==> src/rtl/carfield_boot_sequencer.sv <==
// Boot sequencer for the Carfield host and security island.
// Preloads or autonomously boots, wakes the security island, then polls the host for end-of-computation.
module carfield_boot_sequencer #(
  parameter logic [31:0] SecdWakeAddr = 32'h2000_0004,
  parameter logic [31:0] SecdBootAddr = 32'hE000_0080,
  parameter logic [31:0] EocAddr      = 32'h0300_0008,
  parameter int unsigned PollInterval = 16,
  parameter int unsigned MaxPolls     = 1024
) (
  input  logic        clk_i,
  input  logic        rst_i,
  input  logic        start_i,
  input  logic [1:0]  boot_mode_i,
  input  logic        secd_en_i,
  input  logic        preload_done_i,
  output logic        secd_rst_o,
  output logic        host_rst_o,
  output logic        req_o,
  output logic        we_o,
  output logic [31:0] addr_o,
  output logic [31:0] wdata_o,
  input  logic        gnt_i,
  input  logic        rvalid_i,
  input  logic [31:0] rdata_i,
  output logic        busy_o,
  output logic        done_o,
  output logic        err_o,
  output logic [31:0] exit_code_o
);

  // state       | meaning
  // S_IDLE      | waiting for start_i
  // S_PRELOAD   | external preload engine running
  // S_WAKE_REQ  | entry-point write to security island, waiting for grant
  // S_WAKE_RSP  | entry-point write granted, waiting for response
  // S_POLL_WAIT | idle gap between EOC polls (down-counter)
  // S_POLL_REQ  | EOC read, waiting for grant
  // S_POLL_RSP  | EOC read granted, waiting for response
  // S_DONE      | host reported end-of-computation (terminal)
  // S_ERR       | unsupported mode or poll timeout (terminal)
  typedef enum logic [3:0] {
    S_IDLE, S_PRELOAD, S_WAKE_REQ, S_WAKE_RSP, S_POLL_WAIT,
    S_POLL_REQ, S_POLL_RSP, S_DONE, S_ERR
  } state_e;

  localparam logic [15:0] WaitReload = 16'(PollInterval - 1);
  localparam logic [15:0] PollLimit  = 16'(MaxPolls);

  state_e      state_q, state_d;
  logic        secd_en_q;
  logic        secd_rst_q, host_rst_q;
  logic [31:0] exit_code_q;
  logic [15:0] wait_cnt_q;
  logic [15:0] poll_cnt_q;

  logic        secd_en_we, host_rst_clr, secd_rst_clr, exit_we, poll_inc;
  logic [31:0] exit_d;

  always_comb begin
    state_d      = state_q;
    secd_en_we   = 1'b0;
    host_rst_clr = 1'b0;
    secd_rst_clr = 1'b0;
    exit_we      = 1'b0;
    exit_d       = '0;
    poll_inc     = 1'b0;
    req_o        = 1'b0;
    we_o         = 1'b0;
    addr_o       = '0;
    wdata_o      = '0;
    case (state_q)
      S_IDLE: begin
        if (start_i) begin
          secd_en_we = 1'b1;
          case (boot_mode_i)
            2'd0: state_d = S_PRELOAD;
            2'd1: begin
              state_d = S_ERR;
              exit_we = 1'b1;
              exit_d  = 32'hFFFF_FFFE;
            end
            default: begin
              state_d      = S_POLL_WAIT;
              host_rst_clr = 1'b1;
            end
          endcase
        end
      end
      S_PRELOAD: begin
        if (preload_done_i) begin
          if (secd_en_q) begin
            state_d = S_WAKE_REQ;
          end else begin
            state_d      = S_POLL_WAIT;
            host_rst_clr = 1'b1;
          end
        end
      end
      S_WAKE_REQ: begin
        req_o   = 1'b1;
        we_o    = 1'b1;
        addr_o  = SecdWakeAddr;
        wdata_o = SecdBootAddr;
        if (gnt_i) state_d = S_WAKE_RSP;
      end
      S_WAKE_RSP: begin
        if (rvalid_i) begin
          secd_rst_clr = 1'b1;
          host_rst_clr = 1'b1;
          state_d      = S_POLL_WAIT;
        end
      end
      S_POLL_WAIT: begin
        if (wait_cnt_q == '0) state_d = S_POLL_REQ;
      end
      S_POLL_REQ: begin
        req_o  = 1'b1;
        addr_o = EocAddr;
        if (gnt_i) begin
          poll_inc = 1'b1;
          state_d  = S_POLL_RSP;
        end
      end
      S_POLL_RSP: begin
        // poll_cnt_q already counts the read whose response is arriving
        if (rvalid_i) begin
          if (rdata_i[0]) begin
            state_d = S_DONE;
            exit_we = 1'b1;
            exit_d  = {1'b0, rdata_i[31:1]};
          end else if (poll_cnt_q == PollLimit) begin
            state_d = S_ERR;
            exit_we = 1'b1;
            exit_d  = 32'hFFFF_FFFF;
          end else begin
            state_d = S_POLL_WAIT;
          end
        end
      end
      S_DONE, S_ERR: state_d = state_q;
      default: state_d = S_IDLE;
    endcase
  end

  always_ff @(posedge clk_i) begin
    if (rst_i) begin
      state_q     <= S_IDLE;
      secd_en_q   <= 1'b0;
      secd_rst_q  <= 1'b1;
      host_rst_q  <= 1'b1;
      exit_code_q <= '0;
      wait_cnt_q  <= '0;
      poll_cnt_q  <= '0;
    end else begin
      state_q <= state_d;
      if (secd_en_we)   secd_en_q   <= secd_en_i;
      if (secd_rst_clr) secd_rst_q  <= 1'b0;
      if (host_rst_clr) host_rst_q  <= 1'b0;
      if (exit_we)      exit_code_q <= exit_d;
      if (poll_inc)     poll_cnt_q  <= poll_cnt_q + 16'd1;
      if (state_d == S_POLL_WAIT && state_q != S_POLL_WAIT) begin
        wait_cnt_q <= WaitReload;
      end else if (state_q == S_POLL_WAIT && wait_cnt_q != '0) begin
        wait_cnt_q <= wait_cnt_q - 16'd1;
      end
    end
  end

  assign secd_rst_o  = secd_rst_q;
  assign host_rst_o  = host_rst_q;
  assign exit_code_o = exit_code_q;
  assign busy_o      = !(state_q inside {S_IDLE, S_DONE, S_ERR});
  assign done_o      = (state_q == S_DONE);
  assign err_o       = (state_q == S_ERR);

endmodule
==> config.mk <==
export PLATFORM = sky130hd
export DESIGN_NAME = carfield_boot_sequencer
export DESIGN_NICKNAME = d
export VERILOG_FILES = /design/src/rtl/carfield_boot_sequencer.sv
export SDC_FILE = /design/constraint.sdc
export NUM_CORES = 1
export LEC_CHECK = 0
export BUFFER_PORTS_ARGS = -buffer_cell sky130_fd_sc_hd__buf_4
export CAP_MARGIN = 10
export CORE_AREA = 10 10 115 96
export CTS_CLUSTER_SIZE = 40
export DETAILED_ROUTE_END_ITERATION = 6
export DIE_AREA = 0 0 125 106
export PLACE_DENSITY = 0.76
export REMOVE_ABC_BUFFERS = 1
export SLEW_MARGIN = 20
export SYNTH_ARGS = -nofsm -noshare
export SYNTH_HDL_FRONTEND = slang
export SYNTH_SLANG_ARGS = --single-unit
==> constraint.sdc <==
create_clock -name clk_i -period 4.6 [get_ports clk_i]
set_input_delay 0.46 -clock clk_i [delete_from_list [all_inputs] [get_ports clk_i]]
set_output_delay 0.46 -clock clk_i [all_outputs]
set_load 0.05 [all_outputs]
After elaboration in Yosys (flattened, before gate mapping)

Cells that the tools add are included.

Reductions and logical operators: 13
Muxes and demuxes: 41
Add/sub/neg operators: 2
Equality and inequality tests: 12

Operators with widths:

| operator                                               | number |
|---|---|
| two-way mux 32 bit                                     | 6 |
| one-hot mux 32 bit (2 select lines)                    | 1 |
| one-hot mux 30 bit (2 select lines)                    | 1 |
| two-way mux 4 bit                                      | 11 |
| one-hot mux 4 bit (8 select lines)                     | 1 |
| equality test 4 x 3 -> 1 bit (second input constant)   | 5 |
| two-way mux 1 bit                                      | 17 |
| adder 16 x 1 -> 16 bit (second input constant)         | 1 |
| equality test 16 x 11 -> 1 bit (second input constant) | 1 |
| logical NOT 16 bit                                     | 1 |
| nonzero test 16 bit                                    | 1 |
| subtractor 16 x 1 -> 16 bit (second input constant)    | 1 |
| equality test 4 x 2 -> 1 bit (second input constant)   | 2 |
| one-hot mux 4 bit (2 select lines)                     | 1 |
| OR reduction 2 bit                                     | 4 |
| equality test 4 x 1 -> 1 bit (second input constant)   | 1 |
| equality test 4 bit (second input constant)            | 1 |
| logical NOT 4 bit                                      | 1 |
| != test 4 x 3 -> 1 bit (second input constant)         | 1 |
| two-way mux 3 bit                                      | 1 |
| one-hot mux 1 bit (3 select lines)                     | 1 |
| nonzero test 3 bit                                     | 1 |
| equality test 2 x 1 -> 1 bit (second input constant)   | 1 |
| logical AND 1 bit                                      | 2 |
| 4 further kinds                                        | 4 |

Output and inout bits: 103
Input bits: 41
Bits in registers: 71

Longest topological paths before layout

Depth in word-level cells: 8
Depth in mapped cells: 8

Worst setup path after synthesis

OpenSTA, ideal clock, no wires.

Path kind: flip-flop to output port
Start point: reg state_q[3]
End point: out req_o
Slack: 1781 ps
Cell stages (with the launch flop): 4
Data required time: 4140 ps
Buffers on the path: 1
Arrival time: 2359 ps
Path through: dfxtp_1 -> buf_2 -> nor3_1 -> or2_2

Longest elaborated chain between the ends: 3
Elaborated cells between the ends (all ways): 4
Those cells by class: eq/ne (2); mux (1); reduce/logical (1)

RTL lines:

| what                                                                         | line | source |
|---|---|---|
| start: declaration                                                           | 49   | `state_e state_q, state_d;` |
| start signal: assignment                                                     | 155  | `state_q <= state_d;` |
| equality test 4 x 3 -> 1 bit or equality test 4 x 2 -> 1 bit (tied branches) | 71   | `case (state_q)` |
| OR reduction 2 bit (no line) (*)                                             | -    |  |
| two-way mux 1 bit (*)                                                        | 71   |  |
| end: declaration                                                             | 18   | `output logic req_o,` |

Every way passes the cells marked *; elsewhere a longest branch is shown, timed or not.

Worst setup path in the final report

Start point: reg state_q[1]
End point: out req_o

Same word-level chain as after synthesis.

==> impl_metrics.tcl <==
set metrics [dict create \
    status "finished clean" \
    synth_area_per_cell_um2 8.984 \
    area.sequential_mm2 0.001421 \
    power_density_mw_per_mm2 428.9 \
    hold_path_class "input pin to flop" \
    worstPathMaxFanout 16 \
    core_mm2 0.008843 \
    start_kind "flop" \
    drtPass1Iterations 4 \
    grtUsageTotal 0.1334 \
    crit_type "flop to primary output" \
    swShare 0.3649 \
    die_h_um 106 \
    cts.clk_slew.worst_paths_ps 80 \
    clockBufferDepth 2 \
    max_stage_delay_ps 650 \
    dieArea_mm2 0.01325 \
    r2r-start "state_q[3]" \
    cts_tree "done" \
    viasPerCell 5.155 \
    synth_edf_count 0 \
    reg2reg_depth 5 \
    drtIter0Drc 177 \
    die_x_um 125 \
    worstHoldStart "secd_en_i" \
    end_kind "primary output" \
    cts_resized 0 \
    postSynthCellCount 428 \
    ff2ff_setup_slack_ps 2260 \
    drt-total-wl_um 9262 \
    fin_area_mm2 0.004533 \
    initial_utilization 0.4348 \
    hold_violations 0 \
    drive_above_1_share 0.2711 \
    cts_hold_buf 0 \
    fillers 834 \
    nets 538 \
    postRouteAntennaNets 0 \
    clock.fmax_mhz 381.9 \
    combPwrFrac 0.312 \
    vias 3160 \
    critical_path.cell_chain "nand2b_1, nor3_1, or2_2, buf_4" \
    cp_slowest_cell "dfxtp_1" \
    dpl_cell_area_mm2 0.004274 \
    p_sw_uw 709.3 \
    grt_pass1_vias 3029 \
    synth_seq_cells 71 \
    grt_max_degree 72 \
    insertion_delay_ps 350 \
    grt_pass1_wl_um 15080 \
    fin_setup_tns_ps 0 \
    syn-cell-area_mm2 0.003845 \
    drc 0 \
    post-cts-setup-buffers 0 \
    max_slew.worst_pin.slew_ps 921.4 \
    port_buffers 88 \
    min_period_over_period 0.5693 \
    antenna_found_initial 0 \
    max_slew_margin 0.3811 \
    ys_types 61 \
    setup_viol 0 \
    slew_viol_final 0 \
    antenna_cells 0 \
    clockPowerShare 0.323 \
    yosys_warnings 0 \
    critPathRequiredTime_ps 4140 \
    hold_end "secd_en_q" \
    place_congestion 0.8383 \
    pwr-share-seq 0.366 \
    dp_slack_ps 2050 \
    overflow 0 \
    ios 144 \
    p_int_uw 1235 \
    numClockSinks 71 \
    rsz0062_at_grt "no" \
    r2r-end "wait_cnt_q[6]" \
    multiInputGateArea_mm2 0.001997 \
    min_path_cells 3 \
    ys.flop_type "dfxtp_1" \
    hpwl_um 6786 \
    min_period_ps 2619 \
    seq_area_frac_synth 0.3697 \
    ir_drop_mv 0.2083 \
    wl_per_cell_um 15.11 \
    maxCapViolations 0 \
    area_delta_synth_final_pct 17.90 \
    power.leakage_uw 0.001854 \
    setup_ws_ps 1981 \
    clockRootBuffer "clkbuf_8" \
    cts-htree-levels 3 \
    cp.arrival_ps 2160 \
    async_flop_share 0 \
    finalClockSkew_ps 10.42 \
    rows 31 \
    cts_made_buffers 9 \
]
## stage by stage
| step | utilization | power [uW] | hold slack [ps] | std cells |
|---|---|---|---|---|
| finish | 0.5126 | 1944 | 349.9 | 613 |
| global route | 0.5126 | 2044 | 340.6 | 613 |
| CTS | 0.5120 | 1962 | 342.9 | 613 |
| detailed placement | 0.4833 | 1331 | 453.4 | 597 |
| global placement | 0.4833 | 1321 | 444.6 | 597 |
| floorplan | - | 1187 | 455.7 | 391 |
## critical path: cells and delay by family, from the launching register on
kind | cells | cell delay [ps]
and+or+nand+nor | 3 | 960
DFF | 1 | 650
buffers and inverters | 1 | 190
## worst max-delay path by stage
stage	slack, ps	end	startpoint	depth (start not counted)
after floorplan	-4500	req_o	state_q[1]	3
after global placement	2120	exit_code_o[12]	state_q[1]	4
after detailed placement	2050	exit_code_o[30]	state_q[1]	4
after CTS	1970	req_o	state_q[1]	4
after global routing	1850	req_o	state_q[1]	4
final	1980	req_o	state_q[1]	4
## layout make-up
| cell class | instances | area share |
|---|---|---|
| multi-input cells | 311 | 0.4405 |
| clock inverters | 6 | 0.02567 |
| flip-flops and latches | 71 | 0.3136 |
| repair buffers | 91 | 0.1507 |
| inverters | 9 | 0.007452 |
| well taps | 115 | 0.03174 |
| clock buffers | 10 | 0.03036 |
## power groups by stage
stage	logic [uW]	registers, uW	clock network, uW
2_1_floorplan	399	788	0
3_3_place_gp	599	722	0
3_5_place_dp	606	725	0
4_1_cts	607	711	644
5_1_grt	657	717	670
6_report	606	711	627
## logic make-up (layout without fill, tap and decap cells)
family / count (synthesis) / in the layout / synth area share
simple gates: 120 / 120 / 0.2057
compound gates: 103 / 103 / 0.1774
buf+inv: 100 / 116 / 0.1660
flops: 71 / 71 / 0.3697
xor+xnor: 26 / 26 / 0.05923
fa+ha+maj: 4 / 4 / 0.01302
mux: 3 / 3 / 0.008135
other cells: 1 / 55 / 0.0009753
## placed cells by master, fill, tap and decap left out, types with 3 or more instances in the layout
cell type  Yosys  routed
nor3_1        10      10
a31oi_1        3       3
or2_2          3       3
nor2_1        25      25
nand2b_1       4       4
a311oi_1       5       5
xor2_1         7       7
clkbuf_8       0      10
nor3_2         8       8
nand2_1       11      11
o21ai_0        3       3
o22ai_1       30      30
ha_1           4       4
buf_4         63      91
a211oi_1       3       3
or3_1          6       6
xnor2_1       19      19
inv_1          9       9
a2111oi_2      4       4
a21oi_1       45      44
dfxtp_1       71      71
nand3_1        7       6
bufinv_16      0       3
nor2b_1        4       4
and3_1         6       6
conb_1         1      55
nor4b_1        3       3
nand4_1       11      11
## per-layer routing
layer / up-vias / track usage / share of wire / wire length [um]
met5: - / 0 / 0 / 0
met4: 0 / 0.04762 / 0.017 / 153
met3: 12 / 0.05511 / 0.082 / 761
met2: 110 / 0.2199 / 0.47 / 4308
met1: 1476 / 0.1532 / 0.44 / 4039
li1: 1562 / - / - / -
## sequential cells by signal, summed over array words and instances, names as in the netlist
name         cells
poll_cnt_q      16
secd_en_q        1
exit_code_o     32
host_rst_o       1
secd_rst_o       1
state_q          4
wait_cnt_q      16
## Yosys cell counts, drive strengths merged (5+ instances only)
library cell | instances | share of area
nor3 | 18 | 0.034
nand3 | 7 | 0.0091
and3 | 6 | 0.0098
xnor2 | 19 | 0.043
a21oi | 46 | 0.061
xor2 | 7 | 0.016
nor2 | 25 | 0.024
o22ai | 30 | 0.049
clkbuf | 18 | 0.018
a2111oi | 6 | 0.025
or3 | 7 | 0.013
a311oi | 5 | 0.011
nand4 | 11 | 0.018
buf | 73 | 0.14
inv | 9 | 0.0088
nand2 | 11 | 0.011
dfxtp | 71 | 0.37
Power figures use the tool's default switching activity.
